File: src/rtl/spi_master_ctrl_if.sv
// -----------------------------------------------------------------------------
// spi_master_ctrl_if
// Groups the host request/response handshake and the SPI bus pins of the
// spi_master_ctrl block.
//   Host side : start, cmd[1:0], tx_data[DATA_W-1:0]  -> master
//               busy, done, rx_data[DATA_W-1:0], rx_valid <- master
//   SPI side  : SS_n, MOSI                             <- master
//               MISO                                   -> master
// Modports:
//   master : the SPI master controller itself
//   slave  : whatever drives requests and models the SPI slave (host + slave)
// -----------------------------------------------------------------------------
interface spi_master_ctrl_if #(
    parameter int DATA_W = 8
);
    logic              start;
    logic [1:0]        cmd;
    logic [DATA_W-1:0] tx_data;
    logic              busy;
    logic              done;
    logic [DATA_W-1:0] rx_data;
    logic              rx_valid;
    logic              SS_n;
    logic              MOSI;
    logic              MISO;

    modport master (
        input  start, cmd, tx_data, MISO,
        output busy, done, rx_data, rx_valid, SS_n, MOSI
    );

    modport slave (
        output start, cmd, tx_data, MISO,
        input  busy, done, rx_data, rx_valid, SS_n, MOSI
    );
endinterface

File: src/rtl/spi_master_ctrl.sv
// -----------------------------------------------------------------------------
// spi_master_ctrl
// Single-clock SPI master. One host request produces one SPI frame:
//   SS_n low, LEAD_CYC idle cycles, 11 MOSI bits {cmd[1], cmd[1:0], tx_data}
//   MSB first, then (read-data only) READ_LAT turnaround cycles and DATA_W
//   MISO samples, then SS_n high for GAP_CYC cycles before done is reported.
// Ports:
//   clk  : system clock, rising edge
//   rst  : asynchronous active-high reset
//   bus  : spi_master_ctrl_if.master
//          start/cmd/tx_data  request (accepted only while busy=0)
//          busy/done          transaction status, done is a 1-cycle pulse
//          rx_data/rx_valid   read-data result, rx_valid pulses with done
//          SS_n/MOSI/MISO     SPI pins
// All outputs are registered.
// -----------------------------------------------------------------------------
module spi_master_ctrl #(
    parameter int DATA_W   = 8,
    parameter int LEAD_CYC = 1,
    parameter int READ_LAT = 2,
    parameter int GAP_CYC  = 1
) (
    input  logic                     clk,
    input  logic                     rst,
    spi_master_ctrl_if.master        bus
);
    localparam int FRAME_W = DATA_W + 3;
    localparam int MAX_A   = (LEAD_CYC > FRAME_W) ? LEAD_CYC : FRAME_W;
    localparam int MAX_B   = (READ_LAT > MAX_A) ? READ_LAT : MAX_A;
    localparam int MAX_CNT = (GAP_CYC > MAX_B) ? GAP_CYC : MAX_B;
    localparam int CNT_W   = $clog2(MAX_CNT + 1);

    typedef enum logic [2:0] {
        S_IDLE,
        S_LEAD,
        S_SHIFT_OUT,
        S_WAIT_RD,
        S_SHIFT_IN,
        S_GAP
    } state_t;

    state_t               r_state;
    state_t               w_state_nxt;
    logic [CNT_W-1:0]     r_cnt;
    logic [CNT_W-1:0]     w_cnt_nxt;
    logic [FRAME_W-1:0]   r_tx_sr;
    logic [FRAME_W-1:0]   w_tx_sr_nxt;
    logic [DATA_W-1:0]    r_rx_sr;
    logic [DATA_W-1:0]    w_rx_sr_nxt;
    logic                 r_is_rd;
    logic                 w_is_rd_nxt;
    logic                 r_busy;
    logic                 w_busy_nxt;
    logic                 r_done;
    logic                 w_done_nxt;
    logic                 r_rx_valid;
    logic                 w_rx_valid_nxt;
    logic [DATA_W-1:0]    r_rx_data;
    logic [DATA_W-1:0]    w_rx_data_nxt;
    logic                 r_ss_n;
    logic                 w_ss_n_nxt;
    logic                 r_mosi;
    logic                 w_mosi_nxt;

    // State and registered outputs. Reset returns SS_n high immediately so an
    // interrupted frame is visibly abandoned by the slave.
    always_ff @(posedge clk or posedge rst) begin
        if (rst) begin
            r_state    <= S_IDLE;
            r_cnt      <= '0;
            r_tx_sr    <= '0;
            r_rx_sr    <= '0;
            r_is_rd    <= 1'b0;
            r_busy     <= 1'b0;
            r_done     <= 1'b0;
            r_rx_valid <= 1'b0;
            r_rx_data  <= '0;
            r_ss_n     <= 1'b1;
            r_mosi     <= 1'b0;
        end else begin
            r_state    <= w_state_nxt;
            r_cnt      <= w_cnt_nxt;
            r_tx_sr    <= w_tx_sr_nxt;
            r_rx_sr    <= w_rx_sr_nxt;
            r_is_rd    <= w_is_rd_nxt;
            r_busy     <= w_busy_nxt;
            r_done     <= w_done_nxt;
            r_rx_valid <= w_rx_valid_nxt;
            r_rx_data  <= w_rx_data_nxt;
            r_ss_n     <= w_ss_n_nxt;
            r_mosi     <= w_mosi_nxt;
        end
    end

    // Next-state and next-output logic. r_cnt is loaded with (length-1) when a
    // phase is entered and the phase ends on the cycle it reads zero.
    always_comb begin
        w_state_nxt    = r_state;
        w_cnt_nxt      = r_cnt;
        w_tx_sr_nxt    = r_tx_sr;
        w_rx_sr_nxt    = r_rx_sr;
        w_is_rd_nxt    = r_is_rd;
        w_busy_nxt     = r_busy;
        w_done_nxt     = 1'b0;
        w_rx_valid_nxt = 1'b0;
        w_rx_data_nxt  = r_rx_data;
        w_ss_n_nxt     = r_ss_n;
        w_mosi_nxt     = 1'b0;

        case (r_state)
            S_IDLE: begin
                if (bus.start) begin
                    w_state_nxt = S_LEAD;
                    w_cnt_nxt   = CNT_W'(LEAD_CYC - 1);
                    // Leading bit duplicates cmd[1] as the slave's rw-select.
                    w_tx_sr_nxt = {bus.cmd[1], bus.cmd, bus.tx_data};
                    w_is_rd_nxt = (bus.cmd == 2'b11);
                    w_busy_nxt  = 1'b1;
                    w_ss_n_nxt  = 1'b0;
                end
            end

            S_LEAD: begin
                if (r_cnt == '0) begin
                    // MOSI is registered, so the first frame bit is launched
                    // on the edge that enters SHIFT_OUT.
                    w_state_nxt = S_SHIFT_OUT;
                    w_cnt_nxt   = CNT_W'(FRAME_W - 1);
                    w_mosi_nxt  = r_tx_sr[FRAME_W-1];
                    w_tx_sr_nxt = {r_tx_sr[FRAME_W-2:0], 1'b0};
                end else begin
                    w_cnt_nxt = r_cnt - CNT_W'(1);
                end
            end

            S_SHIFT_OUT: begin
                if (r_cnt == '0) begin
                    if (!r_is_rd) begin
                        w_state_nxt = S_GAP;
                        w_cnt_nxt   = CNT_W'(GAP_CYC - 1);
                        w_ss_n_nxt  = 1'b1;
                    end else if (READ_LAT == 0) begin
                        w_state_nxt = S_SHIFT_IN;
                        w_cnt_nxt   = CNT_W'(DATA_W - 1);
                    end else begin
                        w_state_nxt = S_WAIT_RD;
                        w_cnt_nxt   = CNT_W'(READ_LAT - 1);
                    end
                end else begin
                    w_cnt_nxt   = r_cnt - CNT_W'(1);
                    w_mosi_nxt  = r_tx_sr[FRAME_W-1];
                    w_tx_sr_nxt = {r_tx_sr[FRAME_W-2:0], 1'b0};
                end
            end

            S_WAIT_RD: begin
                if (r_cnt == '0) begin
                    w_state_nxt = S_SHIFT_IN;
                    w_cnt_nxt   = CNT_W'(DATA_W - 1);
                end else begin
                    w_cnt_nxt = r_cnt - CNT_W'(1);
                end
            end

            S_SHIFT_IN: begin
                // Only place MISO is looked at; garbage elsewhere never reaches
                // the receive register.
                w_rx_sr_nxt = {r_rx_sr[DATA_W-2:0], bus.MISO};
                if (r_cnt == '0) begin
                    w_state_nxt = S_GAP;
                    w_cnt_nxt   = CNT_W'(GAP_CYC - 1);
                    w_ss_n_nxt  = 1'b1;
                end else begin
                    w_cnt_nxt = r_cnt - CNT_W'(1);
                end
            end

            S_GAP: begin
                if (r_cnt == '0) begin
                    w_state_nxt = S_IDLE;
                    w_busy_nxt  = 1'b0;
                    w_done_nxt  = 1'b1;
                    if (r_is_rd) begin
                        w_rx_data_nxt  = r_rx_sr;
                        w_rx_valid_nxt = 1'b1;
                    end
                end else begin
                    w_cnt_nxt = r_cnt - CNT_W'(1);
                end
            end

            default: begin
                w_state_nxt = S_IDLE;
                w_busy_nxt  = 1'b0;
                w_ss_n_nxt  = 1'b1;
            end
        endcase
    end

    assign bus.busy     = r_busy;
    assign bus.done     = r_done;
    assign bus.rx_data  = r_rx_data;
    assign bus.rx_valid = r_rx_valid;
    assign bus.SS_n     = r_ss_n;
    assign bus.MOSI     = r_mosi;

endmodule
File: src/flat_wrapper.sv
// flat-port wrapper written by rule: the top's interface ports become plain ports
module spi_master_ctrl_flat 
#(
    parameter int DATA_W   = 8,
    parameter int LEAD_CYC = 1,
    parameter int READ_LAT = 2,
    parameter int GAP_CYC  = 1
)
  (clk, rst, bus_start, bus_cmd, bus_tx_data, bus_MISO, bus_busy, bus_done, bus_rx_data, bus_rx_valid, bus_SS_n, bus_MOSI);
  spi_master_ctrl_if #(.DATA_W(DATA_W)) bus_i ();
  input  logic clk;
  input  logic rst;
  input wire logic [$bits(bus_i.start)-1:0] bus_start;
  input wire logic [$bits(bus_i.cmd)-1:0] bus_cmd;
  input wire logic [$bits(bus_i.tx_data)-1:0] bus_tx_data;
  input wire logic [$bits(bus_i.MISO)-1:0] bus_MISO;
  output wire logic [$bits(bus_i.busy)-1:0] bus_busy;
  output wire logic [$bits(bus_i.done)-1:0] bus_done;
  output wire logic [$bits(bus_i.rx_data)-1:0] bus_rx_data;
  output wire logic [$bits(bus_i.rx_valid)-1:0] bus_rx_valid;
  output wire logic [$bits(bus_i.SS_n)-1:0] bus_SS_n;
  output wire logic [$bits(bus_i.MOSI)-1:0] bus_MOSI;
  assign bus_i.start = bus_start;
  assign bus_i.cmd = bus_cmd;
  assign bus_i.tx_data = bus_tx_data;
  assign bus_i.MISO = bus_MISO;
  assign bus_busy = bus_i.busy;
  assign bus_done = bus_i.done;
  assign bus_rx_data = bus_i.rx_data;
  assign bus_rx_valid = bus_i.rx_valid;
  assign bus_SS_n = bus_i.SS_n;
  assign bus_MOSI = bus_i.MOSI;
  spi_master_ctrl #(.DATA_W(DATA_W), .LEAD_CYC(LEAD_CYC), .READ_LAT(READ_LAT), .GAP_CYC(GAP_CYC)) u_core (.clk(clk), .rst(rst), .bus(bus_i));
endmodule
File: config.mk
export PLATFORM = sky130hd
export DESIGN_NAME = spi_master_ctrl_flat
export DESIGN_NICKNAME = d
export VERILOG_FILES = /design/src/rtl/spi_master_ctrl_if.sv /design/src/rtl/spi_master_ctrl.sv /design/src/flat_wrapper.sv
export SDC_FILE = /design/constraint.sdc
export NUM_CORES = 1
export LEC_CHECK = 0
export CORE_MARGIN = 2
export CORE_UTILIZATION = 60
export CTS_BUF_LIST = sky130_fd_sc_hd__clkbuf_4
export DETAILED_ROUTE_END_ITERATION = 8
export PLACE_DENSITY_LB_ADDON = 0.25
export SLEW_MARGIN = 30
export SYNTH_ARGS = -nofsm -noshare
export SYNTH_HDL_FRONTEND = slang
export SYNTH_SLANG_ARGS = --single-unit
File: constraint.sdc
create_clock -name clk -period 2.8 [get_ports clk]
set_input_delay 0.56 -clock clk [delete_from_list [all_inputs] [get_ports clk]]
set_output_delay 0.56 -clock clk [all_outputs]
set_load 0.01 [all_outputs]
==> results.cfg <==
[outcome]
run_status = finished, final reports clean

[clocking]
cts_tree = built
clock_tree.buffer_depth = 2
clock_tree.root_cell = clkbuf_4
cts_sinks = 40
cts_inserted_buffers = 5
worst_skew_pair.late_latency_ns = 0.35
htree_num_levels = 2
cts_repair_resize_count = 0
cts.hold.buffers_added = 0
worst_setup_hold_path_clk_slew_ns = 0.11
cts_post_setup_buffers_inserted = 0

[setup_path]
crit_slowest_cell = or3_1
cp_slowest_stage_delay_ns = 0.58
timing.reg2reg.setup_slack_ns = 0.71
worstSetupEndpointType = register
crit_required_ns = 3.05
crit_path_cell_trace = inv_1 > ha_1 > nor3b_4 > nand3_2 > or3_1 > mux2_4
setup.worst_path.class = register to register
r2r_start = u_core.r_cnt[0]
crit_path_max_fanout = 9
timing.critical_path.arrival_ns = 2.33
cell_count_of_the_worst_reg_to_reg_path = 6
worst_r2r_endpoint = u_core.bus.rx_data[6]
critPathLaunchType = register

[sta]
fmax_ghz = 0.479
fin_setup_tns_ns = 0
final-max-slew-violation-count = 0
period_share_pct = 74.5
timing.clock.skew_ns = 0.00593
worst_max_slew_pin_slew_ns = 0.667
worst_max_slew_margin_expressed_relative_to_the_limit_pct = 55.3
unrepaired_setup_endpoints_after_global_routing = false
fin_crit_ns = 2.09
timing.final.ws_setup_ns = 0.714
finalHoldViolations = 0
finalSetupViolCount = 0
worst_hold_slack_ns = 0.514

[cells_and_area]
antenna_cells_inserted = 0
mostFrequentLayoutCells = dfrtp_1 (39), mux2_2 (29), clkdlybuf4s50_1 (26)
layout_cell_share_with_drive_strength_beyond_1_pct = 26.7
layout.nets = 206
area.growth.synth_to_final_pct = 17.5
final_area_um2 = 2280
finalNonFillerCells = 235
filler_cell_count = 229
finalCoreUtilization_pct = 74.1
layout.cells.most_common = dfrtp_1

[synthesis]
yosysWarnings = 0
postSynthRegisterBits = 40
yosysSeqAreaShare_pct = 51.6
postSynthCellCount = 163
total_nets_after_synthesis = 179
most_common_flop_cell_mapped_by_yosys = dfrtp_1
synth-edff-count = 0
synthesis.area_um2 = 1940
syn_area_per_cell_um2 = 11.9
distinct_cell_type_count_of_the_synthesized_netlist = 32
synth_async_reset_ratio_pct = 100

[grt]
wire_length_of_the_first_global_routing_pass_um = 5900
grt_start_max_net_pins = 41
global_route.overflow_total = 0
first_global_vias = 1350
grt.total_usage_pct = 21.9
initial_antenna_violation_count = 0

[pwr]
cellPowerDensity_nw_per_um2 = 922
total_leakage_power_nw = 1.05
vdd_ir_drop_max_mv = 0.597
totalPowerFinal_mw = 2.10

[worst_hold_path]
hold_path_class = register to register
worst_min_delay_path_endpoint = u_core.r_tx_sr[0]
hold_path_startpoint = u_core.r_tx_sr[0]
whs_path_cells = 1

[place]
hpwl_um = 2370
pre_cts_slack_ns = 0.703
gpl.final_weighted_congestion = 0.826
post-place-cells = 227
portBuffers = 26
placed_cell_area_um2 = 2230

[die]
die_area_um2 = 3710
placementRows = 20
floorplan.initialDensity_pct = 63.1
die_height_um = 60.9
dieWidth_um = 60.9
design.portCount = 27
placeableCoreArea_um2 = 3080

[route]
drt_pass1_iterations = 4
remaining_drc_errors = 0
viasPerCell = 5.50
drt-wirelength-per-cell_um = 14.0
final_antenna_net_count = 0
routed_wl_um = 3290
drt_iter0_drc = 50
vias = 1293

[flow_run]
maxCapViolCount = 0
==> power breakdown <==
| group | leakage (nW) | internal [mW] | switching [mW] |
|---|---|---|---|
| logic | 0.503 | 0.521 | 0.367 |
| clock network | 0.0324 | 0.0922 | 0.186 |
| registers | 0.515 | 0.752 | 0.186 |
| total | 1.05 | 1.37 | 0.738 |
==> worst max-delay path by stage <==
| stage | to | cells after the start | slack, ns | startpoint |
|---|---|---|---|---|
| 6_report | u_core.bus.rx_data[6] | 6 | 0.71 | u_core.r_cnt[0] |
| 5_1_grt | u_core.bus.rx_data[6] | 6 | 0.60 | u_core.r_cnt[0] |
| 3_3_place_gp | u_core.r_tx_sr[10] | 6 | 0.74 | bus_start |
| 4_1_cts | u_core.bus.rx_data[0] | 6 | 0.71 | u_core.r_cnt[0] |
| 2_1_floorplan | u_core.bus.rx_data[0] | 7 | 0.91 | u_core.r_cnt[0] |
| 3_5_place_dp | u_core.r_tx_sr[2] | 6 | 0.70 | bus_start |
==> Yosys cell counts (2+ instances only) <==
cell      number  area share [%]
or3_1          2            0.64
buf_6          2             1.2
mux2_4         8             6.2
ha_1           2             1.3
dfrtp_1       39              50
nand3b_1       2            0.77
mux2_2        29              17
clkbuf_1       4            0.77
buf_2          3            0.77
nor3_1         4             1.0
inv_1          5            0.97
o21bai_1       3             1.2
nand2_1       10             1.9
o21ai_0       10             2.6
a32o_1         2             1.0
a21oi_1        5             1.3
nand2b_1       5             1.6
nor2_1        14             2.7
==> critical path, delay by kind of cell, from the launching register on <==
kind / cells / cell delay, ns
AND/OR/NAND/NOR: 3 / 0.92
flip-flops: 1 / 0.43
multiplexers: 1 / 0.38
adder cells (fa/ha/maj): 1 / 0.16
buffers and inverters: 1 / 0.09
==> cell families after synthesis <==
group	synth area share [%]
flops	51.6
fa+ha+maj	1.29
xor+xnor	0.902
buf+inv	3.87
mux	23.0
simple gates	11.3
compound gates	7.99
==> flip-flops by register name, indices dropped and copies added, names as in the netlist <==
signal and cells:
u_core.r_cnt 4, u_core.r_state 3, u_core.r_is_rd 1, u_core.r_tx_sr 11
u_core.bus.SS_n 1, u_core.r_rx_sr 8, u_core.bus.rx_data 8, u_core.bus.done 1
u_core.bus.busy 1, u_core.bus.rx_valid 1, u_core.bus.MOSI 1
==> routing by layer <==
metal | share of wire [%] | track usage [%] | vias up
met5 | 0 | 0 | -
met4 | 1.7 | 8.39 | 0
met3 | 3.9 | 4.48 | 7
met2 | 49 | 37.5 | 33
met1 | 45 | 27.3 | 631
li1 | - | - | 622
==> final cells by class <==
| type | instances | area (um^2) | area share (%) |
|---|---|---|---|
| multi-input cells | 108 | 865 | 37.9 |
| well taps | 44 | 55.1 | 2.41 |
| clock buffers | 5 | 37.5 | 1.64 |
| inverters | 5 | 18.8 | 0.822 |
| flip-flops and latches | 40 | 1000 | 43.9 |
| clock inverters | 3 | 13.8 | 0.603 |
| repair buffers | 30 | 290 | 12.7 |
Power figures use the tool's default switching activity.
